===== src/rtl/cpsd_rhythm_classifier.sv =====
// Back-end decision unit of the CPSD arrhythmia detector: owns the analysis
// window timer, classifies each returned CPSD value against programmable
// thresholds and majority-votes recent windows into normal/AF/VF.
module cpsd_rhythm_classifier #(
   parameter int unsigned DATA_WIDTH = 16,
   parameter int unsigned PERIOD     = 1600,
   parameter int unsigned NB_WINDOWS = 3,
   parameter int unsigned TIMEOUT    = 64,
   parameter int unsigned VF_FAST    = 1
) (
   input  logic                  clk,
   input  logic                  rstn,
   input  logic                  en,
   input  logic                  start,
   input  logic                  stop,
   input  logic                  cpsd_valid,
   input  logic [DATA_WIDTH-1:0] cpsd,
   input  logic                  cfg_we,
   input  logic [DATA_WIDTH-1:0] cfg_thr1,
   input  logic [DATA_WIDTH-1:0] cfg_thr2,
   output logic                  window_end,
   output logic                  normal,
   output logic                  AF,
   output logic                  VF,
   output logic                  result_valid,
   output logic                  busy,
   output logic                  timeout_err,
   output logic                  cfg_err
);

   // One counter serves both the window timer (RUN) and the reply timeout (WAIT).
   localparam int unsigned CNT_MAX = (PERIOD > TIMEOUT) ? PERIOD : TIMEOUT;
   localparam int unsigned CNT_W   = (CNT_MAX > 1) ? $clog2(CNT_MAX) : 1;
   localparam int unsigned FILL_W  = $clog2(NB_WINDOWS + 1);
   localparam int unsigned HALF    = NB_WINDOWS / 2;

   localparam logic [CNT_W-1:0]      PERIOD_LAST  = CNT_W'(PERIOD - 1);
   localparam logic [CNT_W-1:0]      TIMEOUT_LAST = CNT_W'(TIMEOUT - 1);
   localparam logic [FILL_W-1:0]     FILL_FULL    = FILL_W'(NB_WINDOWS);
   localparam logic [FILL_W-1:0]     VOTE_HALF    = FILL_W'(HALF);
   localparam logic [DATA_WIDTH-1:0] THR1_RESET   = DATA_WIDTH'(5);
   localparam logic [DATA_WIDTH-1:0] THR2_RESET   = DATA_WIDTH'(10);

   localparam logic [1:0] CLS_N  = 2'd0;
   localparam logic [1:0] CLS_AF = 2'd1;
   localparam logic [1:0] CLS_VF = 2'd2;

   typedef enum logic [1:0] {
      S_IDLE   = 2'd0,
      S_RUN    = 2'd1,
      S_WAIT   = 2'd2,
      S_DECIDE = 2'd3
   } state_t;

   state_t                state;
   logic [CNT_W-1:0]      cnt;
   logic [DATA_WIDTH-1:0] cpsd_q;
   logic [DATA_WIDTH-1:0] thr1;
   logic [DATA_WIDTH-1:0] thr2;
   logic [1:0]            hist [NB_WINDOWS];
   logic [FILL_W-1:0]     fill;

   logic [1:0]            cls_c;
   logic [1:0]            hist_nxt [NB_WINDOWS];
   logic [FILL_W-1:0]     fill_nxt;
   logic [FILL_W-1:0]     n_cnt;
   logic [FILL_W-1:0]     af_cnt;
   logic [FILL_W-1:0]     vf_cnt;
   logic                  full_c;

   // Classify the latched CPSD value and tally the history as it will look after the push.
   always_comb begin
      cls_c = CLS_N;
      if (cpsd_q >= thr2) begin
         cls_c = CLS_VF;
      end else if (cpsd_q >= thr1) begin
         cls_c = CLS_AF;
      end

      hist_nxt[0] = cls_c;
      for (int i = 1; i < int'(NB_WINDOWS); i++) begin
         hist_nxt[i] = hist[i-1];
      end

      fill_nxt = (fill == FILL_FULL) ? fill : fill + FILL_W'(1);
      full_c   = (fill_nxt == FILL_FULL);

      n_cnt  = '0;
      af_cnt = '0;
      vf_cnt = '0;
      for (int i = 0; i < int'(NB_WINDOWS); i++) begin
         if (hist_nxt[i] == CLS_N) begin
            n_cnt = n_cnt + FILL_W'(1);
         end else if (hist_nxt[i] == CLS_AF) begin
            af_cnt = af_cnt + FILL_W'(1);
         end else begin
            vf_cnt = vf_cnt + FILL_W'(1);
         end
      end
   end

   // Control FSM, window/timeout counter, history, thresholds and registered outputs.
   always_ff @(posedge clk or negedge rstn) begin
      if (!rstn) begin
         state        <= S_IDLE;
         cnt          <= '0;
         cpsd_q       <= '0;
         thr1         <= THR1_RESET;
         thr2         <= THR2_RESET;
         fill         <= '0;
         for (int i = 0; i < int'(NB_WINDOWS); i++) begin
            hist[i] <= CLS_N;
         end
         window_end   <= 1'b0;
         normal       <= 1'b0;
         AF           <= 1'b0;
         VF           <= 1'b0;
         result_valid <= 1'b0;
         busy         <= 1'b0;
         timeout_err  <= 1'b0;
         cfg_err      <= 1'b0;
      end else if (!en) begin
         // Frozen: only the single-cycle pulses drop.
         window_end   <= 1'b0;
         result_valid <= 1'b0;
         cfg_err      <= 1'b0;
      end else begin
         window_end   <= 1'b0;
         result_valid <= 1'b0;
         cfg_err      <= 1'b0;

         if (stop) begin
            // Abort keeps class outputs and history until the next start.
            state <= S_IDLE;
            cnt   <= '0;
            busy  <= 1'b0;
         end else begin
            case (state)
               S_IDLE: begin
                  // A same-cycle write lands before the start takes effect.
                  if (cfg_we) begin
                     if (cfg_thr1 <= cfg_thr2) begin
                        thr1 <= cfg_thr1;
                        thr2 <= cfg_thr2;
                     end else begin
                        cfg_err <= 1'b1;
                     end
                  end
                  if (start) begin
                     state       <= S_RUN;
                     cnt         <= '0;
                     fill        <= '0;
                     for (int i = 0; i < int'(NB_WINDOWS); i++) begin
                        hist[i] <= CLS_N;
                     end
                     timeout_err <= 1'b0;
                     busy        <= 1'b1;
                  end
               end

               S_RUN: begin
                  if (cnt == PERIOD_LAST) begin
                     window_end <= 1'b1;
                     state      <= S_WAIT;
                     cnt        <= '0;
                  end else begin
                     cnt <= cnt + CNT_W'(1);
                  end
               end

               S_WAIT: begin
                  // Data arriving on the last allowed cycle still wins over the timeout.
                  if (cpsd_valid) begin
                     cpsd_q <= cpsd;
                     state  <= S_DECIDE;
                     cnt    <= '0;
                  end else if (cnt == TIMEOUT_LAST) begin
                     timeout_err <= 1'b1;
                     state       <= S_RUN;
                     cnt         <= '0;
                  end else begin
                     cnt <= cnt + CNT_W'(1);
                  end
               end

               S_DECIDE: begin
                  hist         <= hist_nxt;
                  fill         <= fill_nxt;
                  result_valid <= 1'b1;
                  if ((VF_FAST != 0) && (cls_c == CLS_VF)) begin
                     normal <= 1'b0;
                     AF     <= 1'b0;
                     VF     <= 1'b1;
                  end else if (full_c) begin
                     if (n_cnt > VOTE_HALF) begin
                        normal <= 1'b1;
                        AF     <= 1'b0;
                        VF     <= 1'b0;
                     end else if (af_cnt > VOTE_HALF) begin
                        normal <= 1'b0;
                        AF     <= 1'b1;
                        VF     <= 1'b0;
                     end else if (vf_cnt > VOTE_HALF) begin
                        normal <= 1'b0;
                        AF     <= 1'b0;
                        VF     <= 1'b1;
                     end
                  end
                  state <= S_RUN;
                  cnt   <= '0;
               end

               default: begin
                  state <= S_IDLE;
                  cnt   <= '0;
                  busy  <= 1'b0;
               end
            endcase
         end
      end
   end

endmodule


===== config.mk =====
export PLATFORM = sky130hd
export DESIGN_NAME = cpsd_rhythm_classifier
export DESIGN_NICKNAME = d
export VERILOG_FILES = /design/src/rtl/cpsd_rhythm_classifier.sv
export SDC_FILE = /design/constraint.sdc
export NUM_CORES = 1
export LEC_CHECK = 0
export BUFFER_PORTS_ARGS = -buffer_cell sky130_fd_sc_hd__buf_2
export CORE_AREA = 5 5 115 117
export CTS_CLUSTER_DIAMETER = 150
export DETAILED_ROUTE_END_ITERATION = 16
export DIE_AREA = 0 0 120 122
export GPL_ROUTABILITY_DRIVEN = 1
export HOLD_SLACK_MARGIN = 0.05
export PLACE_DENSITY_LB_ADDON = 0.12
export SLEW_MARGIN = 30
export SYNTH_ARGS = -nofsm -noshare
export SYNTH_HDL_FRONTEND = slang
export SYNTH_SLANG_ARGS = --single-unit

===== constraint.sdc =====
create_clock -name clk -period 3.8 [get_ports clk]
set_input_delay 0 -clock clk [delete_from_list [all_inputs] [get_ports clk]]
set_output_delay 0 -clock clk [all_outputs]
set_load 0.01 [all_outputs]

==> key figures <==
Synth
  • Mux share of post-synthesis cell area: 0.0387
  • Compound-cell area share of the yosys netlist: 0.216
  • Async SR Flop Fraction: 1.00
  • Yosys Warn Count: 0
  • Synth cell types: 49
  • Gate Count Post-Synth: 595
  • Main combinational cell family by area after synthesis: compound AO/OA/AOI/OAI gates
  • Simple logic cell fraction of the synthesized area: 0.170
  • Post-synth net total: 705
  • Post-Syn Area per Cell: 8.75 um2
  • Mapped cell area: 0.00520 mm2
  • Adder-Cell Fraction of Synth Area: 0.134
  • Register area share after synthesis: 0.362
  • Count of flip-flops with a built-in enable after synthesis: 0
  • #FFs+latches synth: 75
  • XOR/XNOR share of the synthesized area: 0.0135
  • Main synth FF type: dfrtp_1

Min path
  • Worst hold start: stop
  • Hold Path Class: input port to flop

Worst setup path
  • R2r startpoint: thr2[13]$_DFFE_PN0P_
  • Worst Path Required: 4.05 ns
  • Crit end category: flop
  • Critical Path Source Type: flop
  • Critical path class: flop to flop
  • Worst-path fanout max: 8
  • Worst EP arrival: 3.68 ns
  • CP Launch Point: thr2[13]$_DFFE_PN0P_

Layout
  • Area grow syn2layout: 25.2%
  • Fill cells: 1121
  • Fin area: 0.00652 mm2
  • N_diodes: 0
  • Fraction of layout cells with a size suffix above 1: 0.170
  • Final net count: 801

Floorplan
  • Die area: 0.0146 mm2
  • Area of the core: 0.0123 mm2
  • Chip width: 120 um
  • Core Rows: 41
  • IO Count: 63
  • Die Y-Extent: 122 um
  • Starting density of the core: 0.424

Clocking
  • Max clock buf depth: 2
  • Sink Count: 75
  • H-Tree Depth: 3
  • CTS Buf Count: 9
  • Clock transition at the registers of the reported paths: 0.06 ns
  • CTS Root Cell: clkbuf_16
  • TritonCTS clock tree: yes
  • Worst-Skew Late Latency: 0.34 ns

Place
  • HPWL Detailed: 9570 um
  • RePlAce Congestion: 0.807
  • IO Port Bufs: 62
  • DP Area: 0.00566 mm2

Timing
  • Slew Limit Headroom: 0.528
  • Worst clock skew: 0.00633 ns
  • Final worst-path cycle share: 0.902
  • Max Slew Vio Count: 0
  • Worst Max-Slew Pin Slew: 0.709 ns
  • TNS Setup: 0 ns
  • Setup violation total in the final timing report: 0
  • Max Clk Rate: 0.292 GHz
  • RSZ-0062 raised after global routing: false
  • Final min period: 3.43 ns
  • Final Hold Viols: 0

Power and ir drop
  • Peak supply drop: 0.000275 V
  • PwrDens: 446 mW/mm2
  • Leakage: 3.11 nW
  • Total power: 2.91 mW

Detailed routing
  • Antenna viol nets, final: 0
  • Remaining DRCs: 0
  • Overall via count from detail_route: 4788
  • 1st-iter DRT viols: 283
  • First-pass DRT Iterations: 5
  • Routed Wire Length: 13700 um
  • WL/cell: 16.1 um
  • Via density: 5.66

Global route
  • GRT Total Usage: 0.192
  • Initial antenna violation count: 0
  • First-pass GRT wire length: 22500 um
  • Vias in the first global route: 4604
  • Largest net degree at the start of global routing: 98
  • Total grt overflow: 0

Job
  • Max Cap Viol: 0

Outcome
  • Status: complete, no violations
-- final timing paths --
check                      slack [ns]                      to  depth (start not counted)
min                              0.07    state[0]$_DFFE_PN0P_                          3
max                              0.37          AF$_DFFE_PN0P_                         14
max in group asynchronous        3.06     thr1[5]$_DFFE_PN0P_                          2
max reg2reg                      0.37          AF$_DFFE_PN0P_                         14
min in group asynchronous        0.27  result_valid$_DFF_PN0_                          2
min reg2reg                      0.50      cnt[3]$_DFFE_PN0P_                          1
-- logic make-up after synthesis --
kind of cell / Yosys count
AND/OR/NAND/NOR: 182
AO/OA/AOI/OAI: 165
buffers and inverters: 91
flip-flops: 75
adder cells (fa/ha/maj): 56
multiplexers: 18
XOR/XNOR: 8
-- worst max-delay path, cell delays in order (launching register included) --
cell,delay (ns)
dfrtp_1,0.38
inv_1,0.07
ha_1,0.29
nand4_1,0.19
nor3_2,0.26
or4b_4,0.50
nand3_4,0.15
nor2_1,0.09
ha_1,0.30
nand2_1,0.08
xor2_1,0.15
nor2_1,0.09
a2111o_1,0.43
o221a_4,0.24
o32ai_2,0.11
-- cell type report --
cell class	count	area, um2	area share
clock buffer	12	267	0.0409
clock inverter	4	47.5	0.00730
inverter	56	210	0.0323
multi-input combinational	429	3010	0.462
sequential	75	1880	0.289
tap	150	188	0.0288
timing repair buffer	120	912	0.140
-- stage by stage --
stage	instances	utilization	hold slack, ns	setup slack (ns)
2_1_floorplan	595	-	-0.296	0.728
3_3_place_gp	778	0.461	0.213	0.571
3_5_place_dp	778	0.462	0.0880	0.420
4_1_cts	845	0.529	0.0558	0.386
5_1_grt	846	0.532	0.101	0.190
6_report	846	0.532	0.0662	0.371
-- registers in the layout, summed over array words and instances (netlist names), 2 cells and up --
| signal | flops |
|---|---|
| cnt | 11 |
| cpsd_q | 16 |
| thr1 | 16 |
| hist | 4 |
| state | 2 |
| fill | 2 |
| thr2 | 16 |
-- cell usage in the layout, fill, tap and decap left out, types with 30 or more instances in the layout --
cell           count
dfrtp_1           71
nand2_1           62
buf_2             61
inv_1             56
ha_1              55
dlygate4sd3_1     51
nand3_1           44
a31oi_1           34
nor2_1            33
o22ai_1           30
-- synthesized netlist by cell type (16+ instances only) --
| library cell | number | share of area |
|---|---|---|
| nand3_1 | 45 | 0.043 |
| a21oi_1 | 23 | 0.022 |
| o311ai_1 | 21 | 0.035 |
| o21ai_0 | 16 | 0.015 |
| dfrtp_1 | 71 | 0.34 |
| nand2_1 | 63 | 0.045 |
| inv_1 | 56 | 0.040 |
| nor2_1 | 33 | 0.024 |
| clkbuf_1 | 34 | 0.025 |
| ha_1 | 55 | 0.13 |
| o22ai_1 | 30 | 0.036 |
| a31oi_1 | 34 | 0.041 |
| mux2_2 | 16 | 0.035 |
-- metal layers --
layer  vias up  global-route usage  wire length (um)
li1       2390                   -                 -
met1      2284               0.249              6320
met2        91               0.323              6690
met3        23              0.0320               381
met4         0              0.0687               267
met5         -                   0                 0
-- what timing repair did --
action,CTS,global route
gates resized for setup,0,0
endpoints found under the setup margin,0,0
hold buffers,51,0
hold endpoints to repair,120,0
buffers inserted,0,0
-- report_power, final --
group / total (mW) / switching [mW] / internal (mW)
registers: 1.11 / 0.141 / 0.966
clock network: 0.900 / 0.340 / 0.560
logic: 0.900 / 0.474 / 0.427
total: 2.91 / 0.954 / 1.95
Power figures use the tool's default switching activity.
